==> config.mk <==
export PLATFORM = sky130hd
export DESIGN_NAME = main_mem_arbiter
export DESIGN_NICKNAME = d
export VERILOG_FILES = /design/src/rtl/main_mem_arbiter.sv
export SDC_FILE = /design/constraint.sdc
export NUM_CORES = 1
export LEC_CHECK = 0
export BUFFER_PORTS_ARGS = -buffer_cell sky130_fd_sc_hd__buf_4
export CORE_AREA = 8 8 679 681
export CTS_CLUSTER_SIZE = 30
export DETAILED_ROUTE_END_ITERATION = 6
export DIE_AREA = 0 0 687 689
export HOLD_SLACK_MARGIN = 0.05
export REMOVE_ABC_BUFFERS = 1
export SYNTH_ARGS = -nofsm -noshare
export SYNTH_HDL_FRONTEND = slang
export SYNTH_SLANG_ARGS = --single-unit
==> constraint.sdc <==
create_clock -name clk -period 3.48 [get_ports clk]
set_input_delay 0.87 -clock clk [delete_from_list [all_inputs] [get_ports clk]]
set_output_delay 0.87 -clock clk [all_outputs]
set_load 0.1 [all_outputs]
==> src/rtl/main_mem_arbiter.sv <==
// main_mem_arbiter: round-robin arbiter sharing one main-memory port between two pulse-protocol requesters
module main_mem_arbiter #(
  parameter int ADDR_W  = 32,
  parameter int WDATA_W = 32,
  parameter int LINE_W  = 512,
  parameter int TIMEOUT = 1024
) (
  input  logic               clk,
  input  logic               rst,
  input  logic [ADDR_W-1:0]  r0_addr,
  input  logic [WDATA_W-1:0] r0_wdata,
  input  logic               r0_read_req,
  input  logic               r0_write_req,
  output logic [LINE_W-1:0]  r0_rdata,
  output logic               r0_ready,
  input  logic [ADDR_W-1:0]  r1_addr,
  input  logic [WDATA_W-1:0] r1_wdata,
  input  logic               r1_read_req,
  input  logic               r1_write_req,
  output logic [LINE_W-1:0]  r1_rdata,
  output logic               r1_ready,
  output logic [ADDR_W-1:0]  mem_addr,
  output logic [WDATA_W-1:0] mem_data_out,
  output logic               mem_read_req,
  output logic               mem_write_req,
  input  logic [LINE_W-1:0]  mem_data_in,
  input  logic               mem_ready,
  output logic               busy,
  output logic               grant,
  output logic               timeout_err,
  output logic               overflow_err
);
  localparam int CW = $clog2(TIMEOUT);
  typedef enum logic [1:0] {IDLE, ISSUE, WAIT} state_t;
  state_t state, state_nx;
  logic [ADDR_W-1:0] in_addr [2];
  logic [WDATA_W-1:0] in_wdata [2];
  logic [ADDR_W-1:0] slot_addr [2];
  logic [WDATA_W-1:0] slot_wdata [2];
  logic [1:0] slot_wr, slot_vld, req, wr, clr;
  logic grant_q, last_grant, winner, done, tmo, act, tmo_err_q, ovf_err_q;
  logic [CW-1:0] cnt;
  assign in_addr[0] = r0_addr;
  assign in_addr[1] = r1_addr;
  assign in_wdata[0] = r0_wdata;
  assign in_wdata[1] = r1_wdata;
  assign req = {r1_read_req | r1_write_req, r0_read_req | r0_write_req};
  assign wr = {r1_write_req, r0_write_req};
  assign winner = &slot_vld ? ~last_grant : slot_vld[1];
  assign done = state == WAIT && (mem_ready || cnt == CW'(TIMEOUT - 1));
  assign tmo = done && !mem_ready;
  assign clr = done ? (grant_q ? 2'b10 : 2'b01) : 2'b00;
  assign act = !rst && state != IDLE;
  always_comb begin
    state_nx = state;
    state_nx = state == IDLE ? (|slot_vld ? ISSUE : IDLE) : state == ISSUE ? WAIT : done ? IDLE : WAIT;
  end
  always_ff @(posedge clk) begin
    if (rst) begin
      state <= IDLE;
      slot_vld <= '0;
      grant_q <= 1'b0;
      last_grant <= 1'b1;
      cnt <= '0;
      tmo_err_q <= 1'b0;
      ovf_err_q <= 1'b0;
    end else begin
      state <= state_nx;
      if (state == IDLE && |slot_vld) grant_q <= winner;
      cnt <= state == WAIT ? cnt + 1'b1 : '0;
      if (done) last_grant <= grant_q;
      if (tmo) tmo_err_q <= 1'b1;
      for (int i = 0; i < 2; i++) begin
        if (req[i] && (!slot_vld[i] || clr[i])) begin
          slot_vld[i] <= 1'b1;
          slot_addr[i] <= in_addr[i];
          slot_wdata[i] <= in_wdata[i];
          slot_wr[i] <= wr[i];
        end else if (clr[i]) begin
          slot_vld[i] <= 1'b0;
        end
        if (req[i] && slot_vld[i] && !clr[i]) ovf_err_q <= 1'b1;
      end
    end
  end
  assign busy = act;
  assign grant = grant_q;
  assign mem_addr = act ? slot_addr[grant_q] : '0;
  assign mem_data_out = act ? slot_wdata[grant_q] : '0;
  assign mem_read_req = !rst && state == ISSUE && !slot_wr[grant_q];
  assign mem_write_req = !rst && state == ISSUE && slot_wr[grant_q];
  assign r0_ready = !rst && done && !grant_q;
  assign r1_ready = !rst && done && grant_q;
  assign r0_rdata = tmo ? '0 : mem_data_in;
  assign r1_rdata = tmo ? '0 : mem_data_in;
  assign timeout_err = !rst && tmo_err_q;
  assign overflow_err = !rst && ovf_err_q;
endmodule
== After elaboration in Yosys (flattened, before gate mapping) ==
Memory sizes are Yosys's and may differ from the RTL's. A register that Yosys moved wholly into a read port is not among the register bits.
Index checks and enable logic that the tools add are counted.

* Bitwise gates (word level): 5
* Equality and inequality tests: 3
* Multiplexer cells: 28
* Add/sub/neg operators: 1
* Reduce and logical (&&, ||, !) cells: 39
* $lt $le $gt $ge: 1

{| class="wikitable"
|+ Operators by type and width
! operator !! number
|-
| 512-bit 2-to-1 mux || 1
|-
| 32-bit 2-to-1 mux || 2
|-
| 1-bit 2-to-1 mux || 20
|-
| 1-bit logical AND || 18
|-
| 10-bit by 1-bit adder with 10-bit output, second input constant || 1
|-
| 10-bit equality test, second input constant || 1
|-
| 2-bit 2-to-1 mux || 5
|-
| 1-bit logical NOT || 8
|-
| 2-bit nonzero test || 4
|-
| 2-bit AND reduction || 3
|-
| 2-bit OR reduction || 2
|-
| 1-bit logical OR || 3
|-
| 1-bit inverter || 3
|-
| 2-bit by 1-bit equality test with 1-bit output, second input constant || 1
|-
| 2-bit equality test, second input constant || 1
|-
| 2-bit logical NOT || 1
|-
| 1-bit by 2-bit < comparator with 1-bit output, second input constant || 1
|-
| 1-bit OR || 2
|}

* Word-level logic and storage cells: 89
* Output and inout bits: 1096
* Memories kept: 2
* Bits in writable memories: 128
* Flip-flop bits (word level): 20

{| class="wikitable"
|+ Memories
! memory !! depth !! bits a word !! rd ports !! clocked after Yosys merged registers in !! wr ports !! line !! source
|-
| slot_addr || 2 || 32 || 1 || 1 || 2 || 38 || <nowiki>logic [ADDR_W-1:0] slot_addr [2];</nowiki>
|-
| slot_wdata || 2 || 32 || 1 || 1 || 2 || 39 || <nowiki>logic [WDATA_W-1:0] slot_wdata [2];</nowiki>
|}

== Longest topological paths before layout ==
* Depth in word-level cells: 9
* Mapped depth: 7
* Mapped depth without buffers: 5

== Worst setup path before layout ==
No wires, ideal clock.

* Path kind: reg-to-output
* From: register cnt[0]
* To: output r1_ready
* Data required time: 2.610 ns
* Cell stages (with the launch flop): 6
* Arrival time: 3.411 ns
* Setup slack: -0.801 ns
* Path buffers: 0
* Cells stage by stage: dfxtp_1 -> ha_1 -> and4_4 -> a31oi_2 -> or2_1 -> nor3b_1

* Longest elaborated chain between the ends: 5

{| class="wikitable"
|+ RTL lines
! element !! line !! source
|-
| from (decl) || 42 || <nowiki>logic [CW-1:0] cnt;</nowiki>
|-
| from (signal assigned) || 70 || <nowiki>cnt <= state == WAIT ? cnt + 1'b1 : '0;</nowiki>
|-
| 10-bit equality test || 50 || <nowiki>assign done = state == WAIT && (mem_ready || cnt == CW'(TIMEOUT - 1));</nowiki>
|-
| 1-bit logical OR || 50 ||
|-
| 1-bit logical AND || 50 ||
|-
| 1-bit logical AND (2 in a row) || 93 || <nowiki>assign r1_ready = !rst && done && grant_q;</nowiki>
|-
| to (decl) || 21 || <nowiki>output logic r1_ready,</nowiki>
|}

Every way passes these cells.

== Worst setup path after layout ==
* From: register cnt[1]
* To: output r1_rdata[89]

* Longest elaborated chain between the ends: 5

{| class="wikitable"
|+ RTL lines
! element !! line !! source
|-
| 10-bit equality test || 50 ||
|-
| 1-bit logical OR || 50 ||
|-
| 1-bit logical AND || 50 ||
|-
| 1-bit logical AND || 51 || <nowiki>assign tmo = done && !mem_ready;</nowiki>
|-
| 512-bit 2-to-1 mux || 95 || <nowiki>assign r1_rdata = tmo ? '0 : mem_data_in;</nowiki>
|-
| to (decl) || 20 || <nowiki>output logic [LINE_W-1:0] r1_rdata,</nowiki>
|}

Every way passes these cells.

==> results.sh <==
export IMPL_wl_mm=493
export IMPL_critPathTopFamily="buffers and inverters"
export IMPL_drv_slew=0
export IMPL_die_area_um2=473000
export IMPL_htreeDepth=4
export IMPL_hpwl_mm=467
export IMPL_powerDensity_nw_per_um2=380
export IMPL_combinationalPowerShare_pct=71.7
export IMPL_cts_buffers=17
export IMPL_io_pins=1743
export IMPL_nets=3335
export IMPL_clock_sinks=149
export IMPL_path_cells="ha_4 > and4_4 > nand4_4 > buf_16 > clkbuf_16 > buf_16 > and2_4 > buf_16"
export IMPL_synth_xor_area_share_pct=0.473
export IMPL_p_total_mw=14.4
export IMPL_path_max_fanout=8
export IMPL_final_instance_count_excl_fill=8865
export IMPL_synthSimpleGateAreaFrac_pct=28.6
export IMPL_end_kind="output port"
export IMPL_power_share_sequential_pct=14.6
export IMPL_cpMaxStageDelayCell="dfxtp_4"
export IMPL_fmaxAchievable_ghz=0.283
export IMPL_path_common_cell="buf_16"
export IMPL_period_share_pct=101
export IMPL_setup_viol=6
export IMPL_hold_path_class="reg2reg"
export IMPL_ant_nets=0
export IMPL_hold_depth=2
export IMPL_ir_worst_vdd_mv=0.356
export IMPL_final_fill_count=52500
export IMPL_rsz0062_at_grt="yes"
export IMPL_grt_usage_pct=19.7
export IMPL_die_h_um=689
export IMPL_worstMarginPinSlew_ns=0.832
export IMPL_synth_edf_count=130
export IMPL_timing_rr_start="cnt[1]"
export IMPL_cp_buffers_inverters=4
export IMPL_synth_area_top_cells="edfxtp_1, buf_4, and2_1"
export IMPL_synth_top_family_by_area="buffers and inverters"
export IMPL_seq_area_frac_synth_pct=33.1
export IMPL_clock_power_share_pct=13.7
export IMPL_worstPathArrival_ns=2.66
export IMPL_skew_ns=0.0273
export IMPL_num_rows=247
export IMPL_setup_ws_ns=-0.0497
export IMPL_routabilityCongestion=1.22
export IMPL_ff2ff_setup_slack_ns=0.69
export IMPL_crit_required_ns=2.61
export IMPL_worstHoldStart="tmo_err_q"
export IMPL_viasPerCell=2.06
export IMPL_synth_adder_area_share_pct=0.0966
export IMPL_syn_area_um2=12900
export IMPL_antenna_found_initial=322
export IMPL_dr_pass1_iters=6
export IMPL_vias=18300
export IMPL_max_cap_viol_count=0
export IMPL_postPlaceCellArea_um2=31700
export IMPL_tritoncts="built"
export IMPL_grt_overflow_total=0
export IMPL_drc=0
export IMPL_crit_type="reg2out"
export IMPL_clock_root_buffer="clkbuf_16"
export IMPL_grt_pass1_vias=16500
export IMPL_fin_area_um2=37800
export IMPL_p_int_mw=5.31
export IMPL_relSlewSlack_pct=44.5
export IMPL_r2r_end="slot_wdata[0][25]"
export IMPL_slowest_delay_ns=0.37
export IMPL_synth_top_area_share_pct=30.1
export IMPL_p_sw_share_pct=63.0
export IMPL_postSynthAreaPerCell_um2=8.94
export IMPL_start_util_pct=2.87
export IMPL_area_growth_pct=192
export IMPL_grt_pass1_wl_mm=523
export IMPL_synth_seq_cells=149
export IMPL_status="finished, violations left"
export IMPL_r2r_cells=6
export IMPL_violations="setup timing"
export IMPL_finalHoldViolCount=0
export IMPL_ys_warnings_count=0
export IMPL_port_buffers=1742
export IMPL_ys_types=34
export IMPL_min_period_ns=3.53
export IMPL_clkTransAtPathRegs_ns=0.08
export IMPL_synth_compound_area_share_pct=0.686
export IMPL_routedWlPerCell_um=55.6
export IMPL_coreArea_um2=451000
export IMPL_cts_buffer_depth=2
export IMPL_dp_cells=8617
export IMPL_p_sw_mw=9.05
export IMPL_grt_max_degree=66
export IMPL_p_leak_nw=14.8
export IMPL_async_flop_share_pct=0
export IMPL_min_to="tmo_err_q"
export IMPL_synth_cells=1449
export IMPL_critPathLaunchType="flop"
export IMPL_drive_above_1_share_pct=76.4
export IMPL_ys_flop_type="edfxtp_1"
export IMPL_synthMuxAreaShare_pct=5.02
export IMPL_initialDrtViolationCount=1649
export IMPL_clock_latency_ns=0.50
export IMPL_yosys_area_top_type="edfxtp_1"
export IMPL_die_w_um=687
export IMPL_final_util_pct=8.39
cell usage in the layout (no fill, tap or decap), types with 6 or more instances in the layout:
cell / count
buf_6: 253
and2_1: 303
nor2_1: 84
and2_2: 36
mux2i_1: 60
nand2_1: 6
buf_4: 1083
dfxtp_1: 16
buf_16: 15
diode_2: 189
and2_4: 176
clkbuf_16: 23
edfxtp_1: 130
inv_6: 6
buf_12: 325
buf_8: 119
synth_stat cells (2+ instances only):
master,number
a21oi_1,4
and2_1,515
and4_4,2
buf_1,2
buf_2,11
buf_4,512
clkbuf_1,59
dfxtp_1,19
edfxtp_1,130
inv_1,4
mux2i_1,65
nand2_1,6
nand2b_1,2
nand3_1,3
nand4_1,2
nor2_1,85
nor3_1,3
o21ai_0,3
or2_2,2
xnor2_1,3
xor2_1,4
registers in the layout, summed over array words and instances, names as in the netlist, named ones only:
name / cells
last_grant: 1
ovf_err_q: 1
tmo_err_q: 1
grant: 1
slot_wdata: 64
slot_wr: 2
state: 2
slot_vld: 2
slot_addr: 64
cnt: 10
final cells by class:
class,count,area (um2),area share [%]
inverters,4,15.0,0.0397
clock buffers,19,443,1.17
clock inverters,13,129,0.341
well taps,5976,7480,19.8
repair buffers,1803,19900,52.7
diodes,189,473,1.25
flip-flops and latches,149,4290,11.4
multi-input cells,712,5060,13.4
tightest hold or removal path: stages (launching register included):
cell,delay [ns]
dfxtp_1,0.31
inv_1,0.06
a21oi_1,0.06
metal layers:
metal | global-route usage [%] | wire length [um] | vias up
met4 | 6.30 | 18800 | 122
met3 | 11.5 | 64200 | 665
met5 | 1.20 | 1650 | -
met2 | 34.3 | 242000 | 1962
met1 | 19.5 | 167000 | 8726
li1 | - | - | 6777
logic make-up after synthesis:
family                     after synthesis
DFF                                    149
and+or+nand+nor                        626
buffers and inverters                  588
xor gates and xnor gates                 7
adders and majority gates                1
muxes                                   65
AOI/OAI and AO/OA                       13
stage by stage:
stage | hold slack (ns) | TNS, ns | setup slack [ns]
floorplan | 0.426 | -2489.61 | -2.35
global placement | 0.440 | -11.45 | -0.325
detailed placement | 0.457 | -11.77 | -0.300
CTS | 0.471 | -12.77 | -0.121
global route | 0.508 | -5.26 | -0.0988
finish | 0.476 | -0.144 | -0.0497
repair_timing:
| item | in CTS | in global routing |
|---|---|---|
| cloned | 7 | 10 |
| pin swaps | 4 | 31 |
| endpoints found under the setup margin | 928 | 561 |
| hold buffers | 0 | 0 |
| setup buffers | 9 | 1 |
| gates resized for setup | 490 | 845 |
how the worst max path moves through the flow:
stage,start,to,slack [ns],cells after the start
after CTS,cnt[0],r1_rdata[94],-0.12,8
final,cnt[1],r1_rdata[89],-0.05,8
after floorplan,mem_ready,r0_rdata[0],-2.35,3
after global placement,mem_ready,r0_rdata[299],-0.32,6
after detailed placement,mem_ready,r0_rdata[299],-0.30,6
after global routing,cnt[0],r1_rdata[89],-0.1,8
power groups by stage:
stage	clock (mW)	combinational [mW]	sequential (mW)
floorplan	0	5.43	2.14
global route	2.08	10.5	2.11
finish	1.96	10.3	2.10
CTS	2.07	10.0	2.10
detailed placement	0	9.78	2.14
global placement	0	9.78	2.14
(Power assumes the default switching activity.)
